### src/rtl/led_bar_scan_mux.sv
// LED bar multiplexer: picks one of NCH sources for the front-panel bar.
// Display modes are manual select, timed round-robin scan and sticky OR-capture.
module led_bar_scan_mux #(
  parameter int WIDTH  = 8,
  parameter int NCH    = 4,
  parameter int SELW   = 2,
  parameter int DWELL  = 25000000,
  parameter bit INVERT = 1'b1
) (
  input  logic                  pll0_25MHz,
  input  logic                  reset,
  input  logic [NCH*WIDTH-1:0]  chData,
  input  logic [SELW-1:0]       sw,
  input  logic                  autoScan,
  input  logic                  stickyMode,
  input  logic                  stickyClr,
  output logic [WIDTH-1:0]      LEDoutData,
  output logic [SELW-1:0]       curChan,
  output logic                  scanTick
);

  localparam int              CW        = $clog2(DWELL);
  localparam logic [SELW-1:0] LAST_CHAN = SELW'(NCH - 1);
  localparam logic [CW-1:0]   DWELL_TC  = CW'(DWELL - 1);

  logic [CW-1:0]    dwell_cnt;
  logic [CW-1:0]    dwell_cnt_next;
  logic [SELW-1:0]  chan_next;
  logic             tick_next;
  logic             chan_change;
  logic [WIDTH-1:0] sample;
  logic [WIDTH-1:0] capture;
  logic [WIDTH-1:0] capture_next;
  logic [WIDTH-1:0] disp;
  logic             sticky_prev;

  // Channel selection and dwell timing
  always_comb begin
    chan_next      = curChan;
    dwell_cnt_next = '0;
    tick_next      = 1'b0;
    if (!autoScan) begin
      chan_next = (int'(sw) < NCH) ? sw : LAST_CHAN;
    end else if (dwell_cnt == DWELL_TC) begin
      tick_next = 1'b1;
      chan_next = (curChan == LAST_CHAN) ? '0 : curChan + SELW'(1);
    end else begin
      dwell_cnt_next = dwell_cnt + CW'(1);
    end
  end

  // The sample belongs to the channel being registered at this edge, so the
  // bar and curChan always update together.
  always_comb begin
    sample      = chData[int'(chan_next)*WIDTH +: WIDTH];
    chan_change = (chan_next != curChan);
    if (!stickyMode || !sticky_prev || stickyClr || chan_change) begin
      capture_next = sample;
    end else begin
      capture_next = capture | sample;
    end
    disp = stickyMode ? capture_next : sample;
  end

  always_ff @(posedge pll0_25MHz) begin
    if (reset) begin
      dwell_cnt   <= '0;
      curChan     <= '0;
      scanTick    <= 1'b0;
      capture     <= '0;
      sticky_prev <= 1'b0;
      LEDoutData  <= INVERT ? {WIDTH{1'b1}} : {WIDTH{1'b0}};
    end else begin
      dwell_cnt   <= dwell_cnt_next;
      curChan     <= chan_next;
      scanTick    <= tick_next;
      capture     <= capture_next;
      sticky_prev <= stickyMode;
      LEDoutData  <= INVERT ? ~disp : disp;
    end
  end

endmodule

### config.mk
export PLATFORM = sky130hd
export DESIGN_NAME = led_bar_scan_mux
export DESIGN_NICKNAME = d
export VERILOG_FILES = /design/src/rtl/led_bar_scan_mux.sv
export SDC_FILE = /design/constraint.sdc
export NUM_CORES = 1
export LEC_CHECK = 0
export ABC_AREA = 1
export CAP_MARGIN = 20
export CORE_MARGIN = 2
export CORE_UTILIZATION = 45
export CTS_CLUSTER_SIZE = 24
export DETAILED_ROUTE_END_ITERATION = 16
export PLACE_DENSITY = 0.72
export SYNTH_ARGS = -nofsm -noshare
export SYNTH_HDL_FRONTEND = slang
export SYNTH_SLANG_ARGS = --single-unit
### constraint.sdc
create_clock -name pll0_25MHz -period 4.5 [get_ports pll0_25MHz]
set_clock_uncertainty 0.2 [all_clocks]
set_input_delay 0.9 -clock pll0_25MHz [delete_from_list [all_inputs] [get_ports pll0_25MHz]]
set_output_delay 0.9 -clock pll0_25MHz [all_outputs]
set_load 0.005 [all_outputs]
==> results of run 1 <==
## worst min path at each step
stage                                   end  cells past startpoint  slack [ps]               startpoint
floorplan           dwell_cnt[0]$_SDFF_PP0_                      1         220  dwell_cnt[0]$_SDFF_PP0_
global placement    dwell_cnt[0]$_SDFF_PP0_                      1         230  dwell_cnt[0]$_SDFF_PP0_
detailed placement  dwell_cnt[0]$_SDFF_PP0_                      1         240  dwell_cnt[0]$_SDFF_PP0_
CTS                 dwell_cnt[0]$_SDFF_PP0_                      1         260  dwell_cnt[0]$_SDFF_PP0_
global route        dwell_cnt[0]$_SDFF_PP0_                      1         290  dwell_cnt[0]$_SDFF_PP0_
finish              dwell_cnt[0]$_SDFF_PP0_                      1         260  dwell_cnt[0]$_SDFF_PP0_
## state kept, by name, summed over array words and instances (netlist names)
signal	count
LEDoutData	8
sticky_prev	1
scanTick	1
dwell_cnt	25
capture	8
curChan	2
## through the flow
| stage | setup slack, ps | std cells | hold slack [ps] | cell area [sq um] |
|---|---|---|---|---|
| 6_report | 1739 | 440 | 260.1 | 2993 |
| 5_1_grt | 1551 | 440 | 292.9 | 2993 |
| 4_1_cts | 1743 | 440 | 261.4 | 2993 |
| 3_5_place_dp | 1412 | 432 | 241.0 | 2899 |
| 3_3_place_gp | 1478 | 432 | 233.9 | 2899 |
| 2_1_floorplan | 2315 | 318 | 217.5 | 2357 |
## cells in the final DEF (no fill, tap or decap), types with 2 or more instances in the layout
| cell type | netlist | routed |
|---|---|---|
| sky130_fd_sc_hd__inv_2 | 13 | 13 |
| sky130_fd_sc_hd__o21ai_0 | 9 | 9 |
| sky130_fd_sc_hd__ha_1 | 2 | 2 |
| sky130_fd_sc_hd__nand3_2 | 19 | 19 |
| sky130_fd_sc_hd__nand2_1 | 53 | 53 |
| sky130_fd_sc_hd__nand4_1 | 13 | 13 |
| sky130_fd_sc_hd__nor3b_1 | 3 | 3 |
| sky130_fd_sc_hd__inv_1 | 28 | 28 |
| sky130_fd_sc_hd__nand3_1 | 28 | 28 |
| sky130_fd_sc_hd__nor2_1 | 36 | 36 |
| sky130_fd_sc_hd__a21oi_1 | 11 | 11 |
| sky130_fd_sc_hd__o21a_1 | 2 | 2 |
| sky130_fd_sc_hd__or2_2 | 4 | 4 |
| sky130_fd_sc_hd__nor3_2 | 2 | 2 |
| sky130_fd_sc_hd__dfxtp_1 | 45 | 45 |
| sky130_fd_sc_hd__xor2_1 | 3 | 3 |
| sky130_fd_sc_hd__nand2_2 | 22 | 22 |
| sky130_fd_sc_hd__nor3_1 | 10 | 10 |
| sky130_fd_sc_hd__clkdlybuf4s50_1 | 0 | 49 |
| sky130_fd_sc_hd__clkbuf_8 | 0 | 5 |
## metal layers
layer  track usage [%]  up-vias
met5                 0        -
met4             6.000        0
met3             4.028        6
met2             27.96       46
met1             26.60      946
li1                  -     1138
## critical path: cells and delay by family
kind | cells | cell delay, ps
buffers and inverters | 2 | 550
AND/OR/NAND/NOR | 6 | 1320
## report_power, final
part / switching, mW / internal, mW / total [mW]
clock: 0.147 / 0.112 / 0.259
sequential: 0.00750 / 0.416 / 0.423
combinational: 0.0681 / 0.0705 / 0.139
total: 0.223 / 0.598 / 0.821
## synthesized netlist by cell type
cell type,number
sky130_fd_sc_hd__nand2_1,53
sky130_fd_sc_hd__dfxtp_1,45
sky130_fd_sc_hd__nor2_1,36
sky130_fd_sc_hd__inv_1,28
sky130_fd_sc_hd__nand3_1,28
sky130_fd_sc_hd__nand2_2,22
sky130_fd_sc_hd__nand3_2,19
sky130_fd_sc_hd__inv_2,13
sky130_fd_sc_hd__nand4_1,13
sky130_fd_sc_hd__a21oi_1,11
sky130_fd_sc_hd__nor3_1,10
sky130_fd_sc_hd__o21ai_0,9
sky130_fd_sc_hd__or2_2,4
sky130_fd_sc_hd__nor3b_1,3
sky130_fd_sc_hd__xor2_1,3
sky130_fd_sc_hd__buf_2,2
sky130_fd_sc_hd__ha_1,2
sky130_fd_sc_hd__nor3_2,2
sky130_fd_sc_hd__o21a_1,2
sky130_fd_sc_hd__and3_1,1
sky130_fd_sc_hd__buf_4,1
sky130_fd_sc_hd__buf_8,1
sky130_fd_sc_hd__clkbuf_1,1
sky130_fd_sc_hd__clkinv_1,1
sky130_fd_sc_hd__nand2_8,1
sky130_fd_sc_hd__nand3_4,1
sky130_fd_sc_hd__nor2_2,1
sky130_fd_sc_hd__nor2_4,1
sky130_fd_sc_hd__nor3b_2,1
sky130_fd_sc_hd__nor4_1,1
sky130_fd_sc_hd__or2_1,1
sky130_fd_sc_hd__xnor2_1,1
## layout make-up
type | instances | share of cell area (%)
Multi-Input combinational cell | 226 | 42.18
Sequential cell | 45 | 30.10
Timing Repair Buffer | 49 | 16.39
Inverter | 42 | 5.268
Tap cell | 70 | 2.926
Clock buffer | 5 | 2.299
Clock inverter | 3 | 0.8361
## cells by family after synthesis
group                      after synthesis
adders and majority gates                2
AOI/OAI and AO/OA                       22
and+or+nand+nor                        198
xor gates and xnor gates                 4
buffers and inverters                   47
DFF                                     45
==> results by stage, run 1 <==
Min path:
- The worst hold path class is reg -> reg.

GRT:
- The initial antenna violation count came to 0.
- The first-pass GRT wire length is 8845 um.
- Entering global routing, the biggest net connects 20 pins.
- The remaining global-route overflow is 0.
- The overall routing resource usage is 18.62%.
- The number of global-route vias before repair is 1,965.

Clocking:
- The clock tree from TritonCTS is done.
- The clock tree synthesis step divided the H-tree into 2 levels.
- CTS saw 45 sinks.
- The number of buffers created by CTS is 5.
- Clock tree synthesis selected as its root buffer the cell sky130_fd_sc_hd__clkbuf_8.
- The number of setup buffers added after CTS is 0.
- Counting along the longest clock path gives a buffer depth of 2.
- The clock latency on the worst-skew pair is 300 ps.
- The CTS clock-pin slew for the worst setup and hold paths is 90 ps.
- Buffers inserted to repair hold after CTS numbered 0.
- Post-CTS repair changed the size of 0 cells.

Setup path:
- The kind of capture point of the worst setup path is a flip-flop.
- The endpoint required time on the critical path is 4510 ps.
- The worst-case register-to-register setup slack is 1980 ps.
- The slowest stage of the critical path is the sky130_fd_sc_hd__clkdlybuf4s50_1 cell.
- The startpoint kind of the worst setup timing path is a primary input.
- For the worst flop-to-flop path, the logic depth is 14.
- The start point of the critical path is autoScan.
- The worst flop-to-flop path endpoint is LEDoutData[2]$_SDFF_PP1_.
- The category of the critical setup timing path is in -> reg.
- The critical path ends at LEDoutData[2]$_SDFF_PP1_.
- The signal on the critical path passes through clkdlybuf4s50_1 -> or2_2 -> nand2_1 -> nor2_1 -> nor2_2 -> nand4_1 -> nand2_2 -> inv_2.
- The longest individual stage delay on the worst path is 520 ps.
- The arrival time of data at the critical path endpoint is 2770 ps.
- The worst reg2reg path startpoint is dwell_cnt[0]$_SDFF_PP0_.
- In this run the worst path has a maximum fanout of 11.

Synth:
- The total number of yosys warnings is 0.
- Ranked by total cell area, the synthesized netlist is headed by sky130_fd_sc_hd__dfxtp_1, sky130_fd_sc_hd__nand2_1, sky130_fd_sc_hd__nand3_2.
- The share of synthesized area in the top cell type comes to 38.22%.
- The synthesized netlist occupies a cell area of 0.002357 sq mm.
- The net count of the mapped netlist is 359.
- The fraction of the mapped netlist area in simple logic gates is 46.13%.
- After technology mapping, the gate count stands at 318.
- The dominant combinational cell family by area after synthesis is simple AND/OR/NAND/NOR gates.
- The fraction of the yosys area taken by sequential cells is 38.22%.
- Counting distinct cell types in the post-synthesis netlist gives 32.
- Synthesis inferred 45 register bits.
- The portion of netlist area occupied by mux cells is 0%.
- The average footprint of a synthesized cell is 7.413 sq um.
- The synthesized netlist devotes 4.883% of its cell area to compound gates.
- The xor-xnor portion of the synthesized cell area is 1.486%.
- The adder-cell area share of the yosys netlist is 1.062%.
- The cell type contributing the most total cell area after synthesis is sky130_fd_sc_hd__dfxtp_1.

Place:
- Input and output buffers added on the ports amount to 49.
- The detailed placer's ending HPWL is 4015 um.
- The final estimated routing congestion in global placement is 0.8232.

Final layout:
- Cells fill 58.97% of the core in the end.
- The fill cell total of the finished layout is 490.
- Cells with a size suffix above 1 make up 19.73% of the layout.
- Across the whole layout, storage elements account for 900.9 sq um.
- 0 antenna diodes ended up in the layout.
- In the final layout, the multi-input gates occupy 0.001262 sq mm.
- At the end of the flow, the number of nets in the layout was 410.
- The area added between synthesis and finish is 26.96%.

Floorplanning:
- The horizontal die dimension is 76.38 um.
- The die is 76.38 um tall.
- Pin placement for this block handled 50 I/O pins.
- The floorplan step defined a die boundary enclosing 0.005833 sq mm.
- The area inside the core boundary is 0.005075 sq mm.
- The initial standard-cell utilization of the core is 46.45%.
- The initialized floorplan defines 26 standard-cell rows.

Drt:
- Detailed routing inserted a total of 2,136 vias.
- The average wire length per cell after detail routing is 11.57 um.
- The number of design-rule violations left by the first detailed-router iteration is 86.
- For this run, design rule violations remaining after detail routing come to 0.
- Dividing the detail-routed via count by the number of cells gives 4.855.
- The routed metal-1 wirelength is 2639 um.
- The met3 wire length is 237 um.
- Summed over all layers, the routed wires come to 5092 um.
- The count of TritonRoute iterations in the first routing pass is 4.
- The top layer used by detailed routing is met4.
- The remaining number of nets flagged by the antenna check after routing is 0.
- The routed length on met2 is 2143 um.

Run:
- Across the run, the number of max-cap violations was 0.

STA:
- The timing-limited maximum frequency is 0.3622 GHz.
- Setup violations remaining at the end of the flow were counted as 0.
- Setup total negative slack on the finished layout was measured at 0 ps.
- The number of hold violations in the final report is 0.
- Setup repair after global routing left no endpoint under its margin.
- The worst path uses 61.35% of the clock period.
- At the pin with the least slew margin, the transition time is 630.5 ps.
- The number of max-slew violations in the final report is 0.
- The time the final worst path needs with I/O delays and setup is 2761 ps.
- The worst slew margin relative to its limit is 57.86%.

Power and ir drop:
- For this design the ratio of total power to cell area is 274.2 mW/mm^2.
- The worst voltage drop across the vdd grid is 171.8 uV.
- The static leakage is 1.134 nW.
- After layout, the design draws a total of 820.8 uW.

Status:
- The flow ran to the end, and the final reports show no timing, DRC or antenna violations.
Power figures use the tool's default switching activity.
==> run 2, diff against run 1 <==
==> constraint.sdc (replaced) <==
create_clock -name pll0_25MHz -period 2.6 [get_ports pll0_25MHz]
set_clock_uncertainty 0.2 [all_clocks]
set_input_delay 0.52 -clock pll0_25MHz [delete_from_list [all_inputs] [get_ports pll0_25MHz]]
set_output_delay 0.52 -clock pll0_25MHz [all_outputs]
set_load 0.005 [all_outputs]
==> run 2 against run 1 <==
  * Non-clock buffer count rose by 4
  * Power grew 85%
  * Die area is the same
  * Sequential power rose by 73%
  * Combinational power rose by 77%
  * Largest power group unchanged
==> results by stage, run 2 (synthesized netlist as in run 1, its figures left out) <==
Final layout:
- The total number of nets in the final design is 414 (+0.98%).
- The most common cell after layout, fill and taps aside is sky130_fd_sc_hd__nand2_1.
- The proportion of layout cells with a drive suffix above 1 is 20.32% (+0.59 points).
- In the final layout, the registers with the most flip-flops are dwell_cnt (25), LEDoutData (8), capture (8).
- The diode insertion count for antenna repair came to 0 (unchanged).
- The area added between synthesis and finish is 29.19%.
- The number of flip-flops under the largest register name is 25 (unchanged).
- In the layout the commonest cells are sky130_fd_sc_hd__nand2_1, sky130_fd_sc_hd__clkdlybuf4s50_1, sky130_fd_sc_hd__dfxtp_1.
- The fill cell total of the finished layout is 498 (+1.6%).
- The final cell utilization of the core is 60.01% (+1.0 points).
- The register bank with the most flops is dwell_cnt.

Power and ir drop:
- The worst voltage drop across the vdd grid was 309.0 uV (+80%).
- The static leakage was 1.167 nW (+2.9%).
- The power per cell area is 498.8 mW/mm^2 (+82%).
- The total power consumption of the routed design came to 1.519 mW (+85%).

Drt:
- The total vias in the final route is 2,163 (+1.3%).
- The count of TritonRoute iterations in the first routing pass is 4 (unchanged).
- The number of design-rule violations left by the first detailed-router iteration is 169 (+97%).
- The total routed wirelength is 5188 um (+1.9%).
- The average wire length per cell after detail routing is 11.68 um (+0.97%).
- The number of remaining DRC errors was 0 (unchanged).
- The average vias per placed instance was 4.872 (+0.35%).
- The remaining number of nets flagged by the antenna check after routing is 0 (unchanged).

STA:
- The worst-case hold slack is 271.0 ps (+10.87 ps).
- The number of max-slew violations in the final report came to 0 (unchanged).
- Setup repair after global routing left no endpoint under its margin.
- The final-report setup violation count is 0 (unchanged).
- The timing-limited maximum frequency is 0.4260 GHz.
- The worst slew margin relative to its limit came to 73.08% (+15 points).
- The actual transition at the worst max-transition pin was 400.2 ps (-230.4 ps).
- The least setup slack across all paths after layout is 252.7 ps (-1486 ps).
- The accumulated negative setup slack came to 0 ps (unchanged).
- The number of hold violations in the final report is 0 (unchanged).
- After layout, the worst path uses 90.28% of the clock period.
- The routed design could run at a clock period as short as 2347 ps.

GRT:
- The number of global-route vias before repair is 1,985 (+1.0%).
- The first-pass GRT wire length is 8887 um (+0.47%).
- The largest net degree at the start of global routing is 20 (unchanged).
- The remaining global-route overflow is 0 (unchanged).
- The overall routing resource usage came to 18.63% (about the same).
- The initial antenna violation count is 0 (unchanged).

Setup path:
- The largest fanout of any net on the critical path was 5 (-6).
- The kind of capture point of the worst setup path is a flip-flop.
- STA classifies the critical path startpoint as a flip-flop.
- The endpoint required time on the critical path is 2580 ps (-1930 ps).
- The arrival time of data at the critical path endpoint was 2330 ps (-440 ps).
- The category of the critical setup timing path is reg -> reg.

Clocking:
- The number of setup buffers added after CTS came to 0 (unchanged).
- The H-tree depth is 2 (unchanged).
- The number of buffers created by CTS is 5 (unchanged).
- The number of instances resized during post-cts repair is 0 (unchanged).
- The number of buffers inserted for hold repair after clock tree synthesis is 0 (unchanged).
- TritonCTS built the clock tree.
- The clock latency on the worst-skew pair is 300 ps (about the same).
- The maximum buffer depth of the clock tree is 2 (unchanged).
- The CTS clock-pin slew for the worst setup and hold paths is 80 ps (about the same).
- In this run the clock root is driven by a sky130_fd_sc_hd__clkbuf_8.
- The number of clock sinks is 45 (unchanged).

Floorplanning:
- The number of primary I/O pins is 50 (unchanged).
- The initial standard-cell utilization of the core is 46.45% (unchanged).
- The chip height is 76.38 um (unchanged).
- The area inside the core boundary is 0.005075 sq mm (unchanged).
- The full die area is 0.005833 sq mm (unchanged).
- The horizontal die dimension is 76.38 um (unchanged).
- The number of placement rows is 26 (unchanged).

Status:
- The run finished with clean final reports.

Place:
- The minimum setup slack after placement is 184.2 ps (-1227 ps).
- The detailed placer's ending HPWL is 4010 um (-0.14%).
- The count of port buffers added during placement is 49 (unchanged).
- The final estimated routing congestion in global placement is 0.8192 (-0.49%).

Run:
- The max-capacitance violation count is 0 (unchanged).

Min path:
- The worst hold path class is reg -> reg.
## run 2: worst max-delay path: stages, from the launching register on
cell and delay (ps):
sky130_fd_sc_hd__dfxtp_1 380, sky130_fd_sc_hd__ha_1 240, sky130_fd_sc_hd__nand3_2 160, sky130_fd_sc_hd__nor3_2 270
sky130_fd_sc_hd__nand4_1 240, sky130_fd_sc_hd__or2_1 300, sky130_fd_sc_hd__nor2_1 160, sky130_fd_sc_hd__nand3_1 120
sky130_fd_sc_hd__nor2_1 130, sky130_fd_sc_hd__nor3b_2 50
## run 2: final cells by class
cell class	instances	area [sq um]	area share [%]
Sequential cell	45	900.9	29.58
Clock inverter	1	30.03	0.9860
Multi-Input combinational cell	226	1262	41.45
Inverter	42	157.7	5.177
Tap cell	70	87.58	2.876
Clock buffer	7	86.33	2.835
Timing Repair Buffer	53	520.5	17.09
## run 2: metal layers
metal / share of wire (%) / wire [um] / vias up / GRT usage (%)
met5: 0 / 0 / - / 0
met4: 1.4 / 75 / 0 / 6.000
met3: 4.5 / 236 / 6 / 4.147
met2: 43 / 2221 / 47 / 28.41
met1: 51 / 2655 / 966 / 26.17
li1: - / - / 1144 / -
## run 2: power by group
group          switching, mW  internal, mW
registers             0.0133         0.719
logic                  0.119         0.127
clock network          0.227         0.313
total                  0.359          1.16
## run 2: worst paths after layout
kind,startpoint,end,slack (ps),cells after the start
max,dwell_cnt[0]$_SDFF_PP0_,dwell_cnt[24]$_SDFF_PP0_,250,9
min,dwell_cnt[0]$_SDFF_PP0_,dwell_cnt[0]$_SDFF_PP0_,270,1
max reg2reg,dwell_cnt[0]$_SDFF_PP0_,dwell_cnt[24]$_SDFF_PP0_,250,9
min reg2reg,dwell_cnt[0]$_SDFF_PP0_,dwell_cnt[0]$_SDFF_PP0_,270,1
## run 2: per-stage QoR
step | instance area [sq um] | cells
floorplan | 2357 | 318
global placement | 2929 | 436
detailed placement | 2929 | 436
CTS | 3045 | 444
global route | 3045 | 444
finish | 3045 | 444
==> run 3, diff against run 2 <==
--- a/config.mk
+++ b/config.mk
@@ -7,11 +7,11 @@
 export LEC_CHECK = 0
 export ABC_AREA = 1
 export CAP_MARGIN = 20
-export CORE_MARGIN = 2
 export CORE_UTILIZATION = 45
 export CTS_CLUSTER_SIZE = 24
 export DETAILED_ROUTE_END_ITERATION = 16
 export PLACE_DENSITY = 0.72
+export SLEW_MARGIN = 20
 export SYNTH_ARGS = -nofsm -noshare
 export SYNTH_HDL_FRONTEND = slang
 export SYNTH_SLANG_ARGS = --single-unit
==> run 3 against run 2 <==
  * Sequential share of layout area is 0.11 points higher
  * Power fell by 5.5%
  * Global-route usage is 1.4 points higher
  * Core utilization grew 2.2 points
  * Via count is essentially flat
  * Design area is 0.37% lower
  * Critical path depth up 5
  * Wire length down 0.17%
  * Die area fell by 5.2%
  * Fmax rose by 1.7%
  * Critical endpoint is now LEDoutData[2]$_SDFF_PP1_
  * Highest routed layer unchanged
==> results by stage, run 3 (synthesized netlist as in run 1, its figures left out) <==
STA:
- The time the final worst path needs with I/O delays and setup is 2309 ps (-38.66 ps).
- The number of max-slew violations in the final report is 0 (unchanged).
- The number of hold violations in the final report is 0 (unchanged).
- The final clock period utilization by the worst path came to 88.79% (-1.5 points).
- The worst slew margin relative to its limit is 73.67% (+0.59 points).
- Setup repair after global routing left no endpoint under its margin.
- The actual transition at the worst max-transition pin was 391.3 ps (-8.826 ps).
- The accumulated negative setup slack is 0 ps (unchanged).
- The timing-limited maximum frequency is 0.4332 GHz (+1.7%).
- The final-report setup violation count came to 0 (unchanged).

Power and ir drop:
- The total power consumption of the routed design is 1.436 mW (-5.5%).
- The static leakage is 1.162 nW (-0.38%).
- The switching fraction of total power was 27.38% (+3.7 points).
- The fraction of power consumed by combinational cells was 17.3% (+1.1 points).
- The clock share of power was 31.7% (-3.9 points).
- The proportion of power drawn by flip-flops and latches is 51.0% (+2.8 points).
- The power per cell area came to 473.2 mW/mm^2 (-5.1%).
- The worst voltage drop across the vdd grid is 324.5 uV (+5.0%).
- The internal power summed over all cells came to 1.043 mW (-10%).
- The power spent charging and discharging nets was 393.1 uW (+9.4%).

Setup path:
- The endpoint required time on the critical path is 2610 ps (+30 ps).
- The kind of capture point of the worst setup path is a flip-flop.
- The critical path is of the reg -> reg type.
- The arrival time of data at the critical path endpoint is 2320 ps (about the same).
- The worst-case reg-to-reg path depth is 14 (+5).
- The worst setup path is launched from a flip-flop.
- The largest fanout of any net on the critical path is 8 (+3).

GRT:
- The largest net degree at the start of global routing was 20 (unchanged).
- The first-pass GRT wire length is 8438 um (-5.1%).
- The number of global-route vias before repair came to 1,831 (-7.8%).
- The initial antenna violation count is 0 (unchanged).
- The remaining global-route overflow was 0 (unchanged).
- The overall routing resource usage came to 19.99% (+1.4 points).

Final layout:
- The number of flip-flops under the largest register name is 25 (unchanged).
- Relative to the synthesized area, the layout overhead comes to 28.72%.
- The diode insertion count for antenna repair is 0 (unchanged).
- The final cell count without fillers came to 443 (-0.23%).
- Leaving out fill and tap cells, the most frequent cells in the layout are sky130_fd_sc_hd__nand2_1, sky130_fd_sc_hd__clkdlybuf4s50_1, sky130_fd_sc_hd__dfxtp_1.
- The largest registers in the layout are dwell_cnt (25), LEDoutData (8), capture (8).
- The final cell utilization of the core is 62.18% (+2.2 points).
- The fill cell total of the finished layout is 446 (-10%).
- The register with the most flip-flops in the final layout is dwell_cnt.
- Leaving out fill and tap cells, the most frequent cell in the layout is sky130_fd_sc_hd__nand2_1.
- The total number of nets in the final design is 416 (+0.48%).
- The proportion of layout cells with a drive suffix above 1 is 21.01% (+0.69 points).

Floorplanning:
- The initial standard-cell utilization of the core is 48.31% (+1.9 points).
- The horizontal die dimension came to 74.38 um (-2.6%).
- The chip height is 74.38 um (-2.6%).
- The number of primary I/O pins came to 50 (unchanged).
- The number of placement rows is 25 (-3.8%).
- The area inside the core boundary is 0.004880 sq mm (-3.8%).
- The full die area came to 0.005532 sq mm (-5.2%).

Clocking:
- The cell sitting at the root of the clock tree is a sky130_fd_sc_hd__clkbuf_8.
- The number of buffers inserted for hold repair after clock tree synthesis came to 0 (unchanged).
- The CTS clock-pin slew for the worst setup and hold paths is 90 ps (about the same).
- The number of instances resized during post-cts repair is 0 (unchanged).
- The clock tree from TritonCTS is done.
- The maximum buffer depth of the clock tree is 2 (unchanged).
- The number of setup buffers added after CTS is 0 (unchanged).
- The H-tree depth is 2 (unchanged).
- The clock latency on the worst-skew pair is 300 ps (about the same).
- The number of buffers created by CTS was 5 (unchanged).
- The number of clock sinks is 45 (unchanged).

Min path:
- The tightest min-delay check is of the reg -> reg type.
- The worst hold path stage count is 1 (unchanged).

Status:
- The flow ran to the end, and the final reports show no timing, DRC or antenna violations.

Place:
- The detailed placer's ending HPWL is 4085 um (+1.9%).
- The final estimated routing congestion in global placement is 0.8245 (+0.65%).
- The count of port buffers added during placement is 49 (unchanged).
- The number of cells after detailed placement is 435 (-0.23%).

Drt:
- The count of TritonRoute iterations in the first routing pass came to 4 (unchanged).
- The total vias in the final route is 2,161 (-0.092%).
- The average vias per placed instance is 4.878 (+0.13%).
- The average wire length per cell after detail routing is 11.69 um (about the same).
- The number of design-rule violations left by the first detailed-router iteration came to 88 (-48%).
- The number of remaining DRC errors is 0 (unchanged).
- The total routed wirelength is 5179 um (-0.17%).
- The remaining number of nets flagged by the antenna check after routing is 0 (unchanged).

Run:
- The max-capacitance violation count came to 0 (unchanged).
==> run 3: metal layers <==
metal | wire length, um | vias to the layer above | track usage [%]
li1 | - | 1142 | -
met1 | 2598 | 959 | 29.82
met2 | 2261 | 56 | 28.63
met3 | 276 | 4 | 4.878
met4 | 42 | 0 | 5.031
met5 | 0 | - | 0
==> run 3: final timing paths <==
| kind | start | slack [ps] | to |
|---|---|---|---|
| max | dwell_cnt[0]$_SDFF_PP0_ | 290 | LEDoutData[2]$_SDFF_PP1_ |
| min | dwell_cnt[0]$_SDFF_PP0_ | 260 | dwell_cnt[0]$_SDFF_PP0_ |
| max reg2reg | dwell_cnt[0]$_SDFF_PP0_ | 290 | LEDoutData[2]$_SDFF_PP1_ |
| min reg2reg | dwell_cnt[0]$_SDFF_PP0_ | 260 | dwell_cnt[0]$_SDFF_PP0_ |
==> run 3: cell type report <==
class,count,area (sq um),area share [%]
Multi-Input combinational cell,226,1262,41.61
Sequential cell,45,900.9,29.69
Timing Repair Buffer,55,535.5,17.65
Inverter,42,157.7,5.196
Tap cell,67,83.83,2.763
Clock buffer,5,68.82,2.268
Clock inverter,3,25.02,0.8247
==> run 3: through the flow <==
stage	setup slack (ps)	hold slack (ps)	instance area (sq um)
6_report	291.4	258.5	3034
5_1_grt	29.65	270.2	3034
4_1_cts	278.7	256.5	3034
3_5_place_dp	219.4	241.7	2940
3_3_place_gp	287.1	231.9	2940
2_1_floorplan	611.5	217.5	2357
==> run 3: worst max-delay path, cell delays in order, from the launching register on <==
cell and delay [ps]:
sky130_fd_sc_hd__dfxtp_1 360, sky130_fd_sc_hd__ha_1 210, sky130_fd_sc_hd__nand2_1 80, sky130_fd_sc_hd__nor2_1 110, sky130_fd_sc_hd__nand2_1 100, sky130_fd_sc_hd__nor2_4 140
sky130_fd_sc_hd__nand2_2 80, sky130_fd_sc_hd__nand2_1 70, sky130_fd_sc_hd__nand3_1 60, sky130_fd_sc_hd__nand2_1 130, sky130_fd_sc_hd__nor2_1 80, sky130_fd_sc_hd__nor2_2 310
sky130_fd_sc_hd__nand4_1 170, sky130_fd_sc_hd__nand2_2 100, sky130_fd_sc_hd__inv_2 30
==> run 3: power groups by stage <==
stage          Combinational, mW  Sequential (mW)  Clock, mW
2_1_floorplan              0.130            0.747          0
3_3_place_gp               0.246            0.749          0
3_5_place_dp               0.250            0.748          0
4_1_cts                    0.250            0.733      0.463
5_1_grt                    0.272            0.736      0.498
6_report                   0.248            0.733      0.455
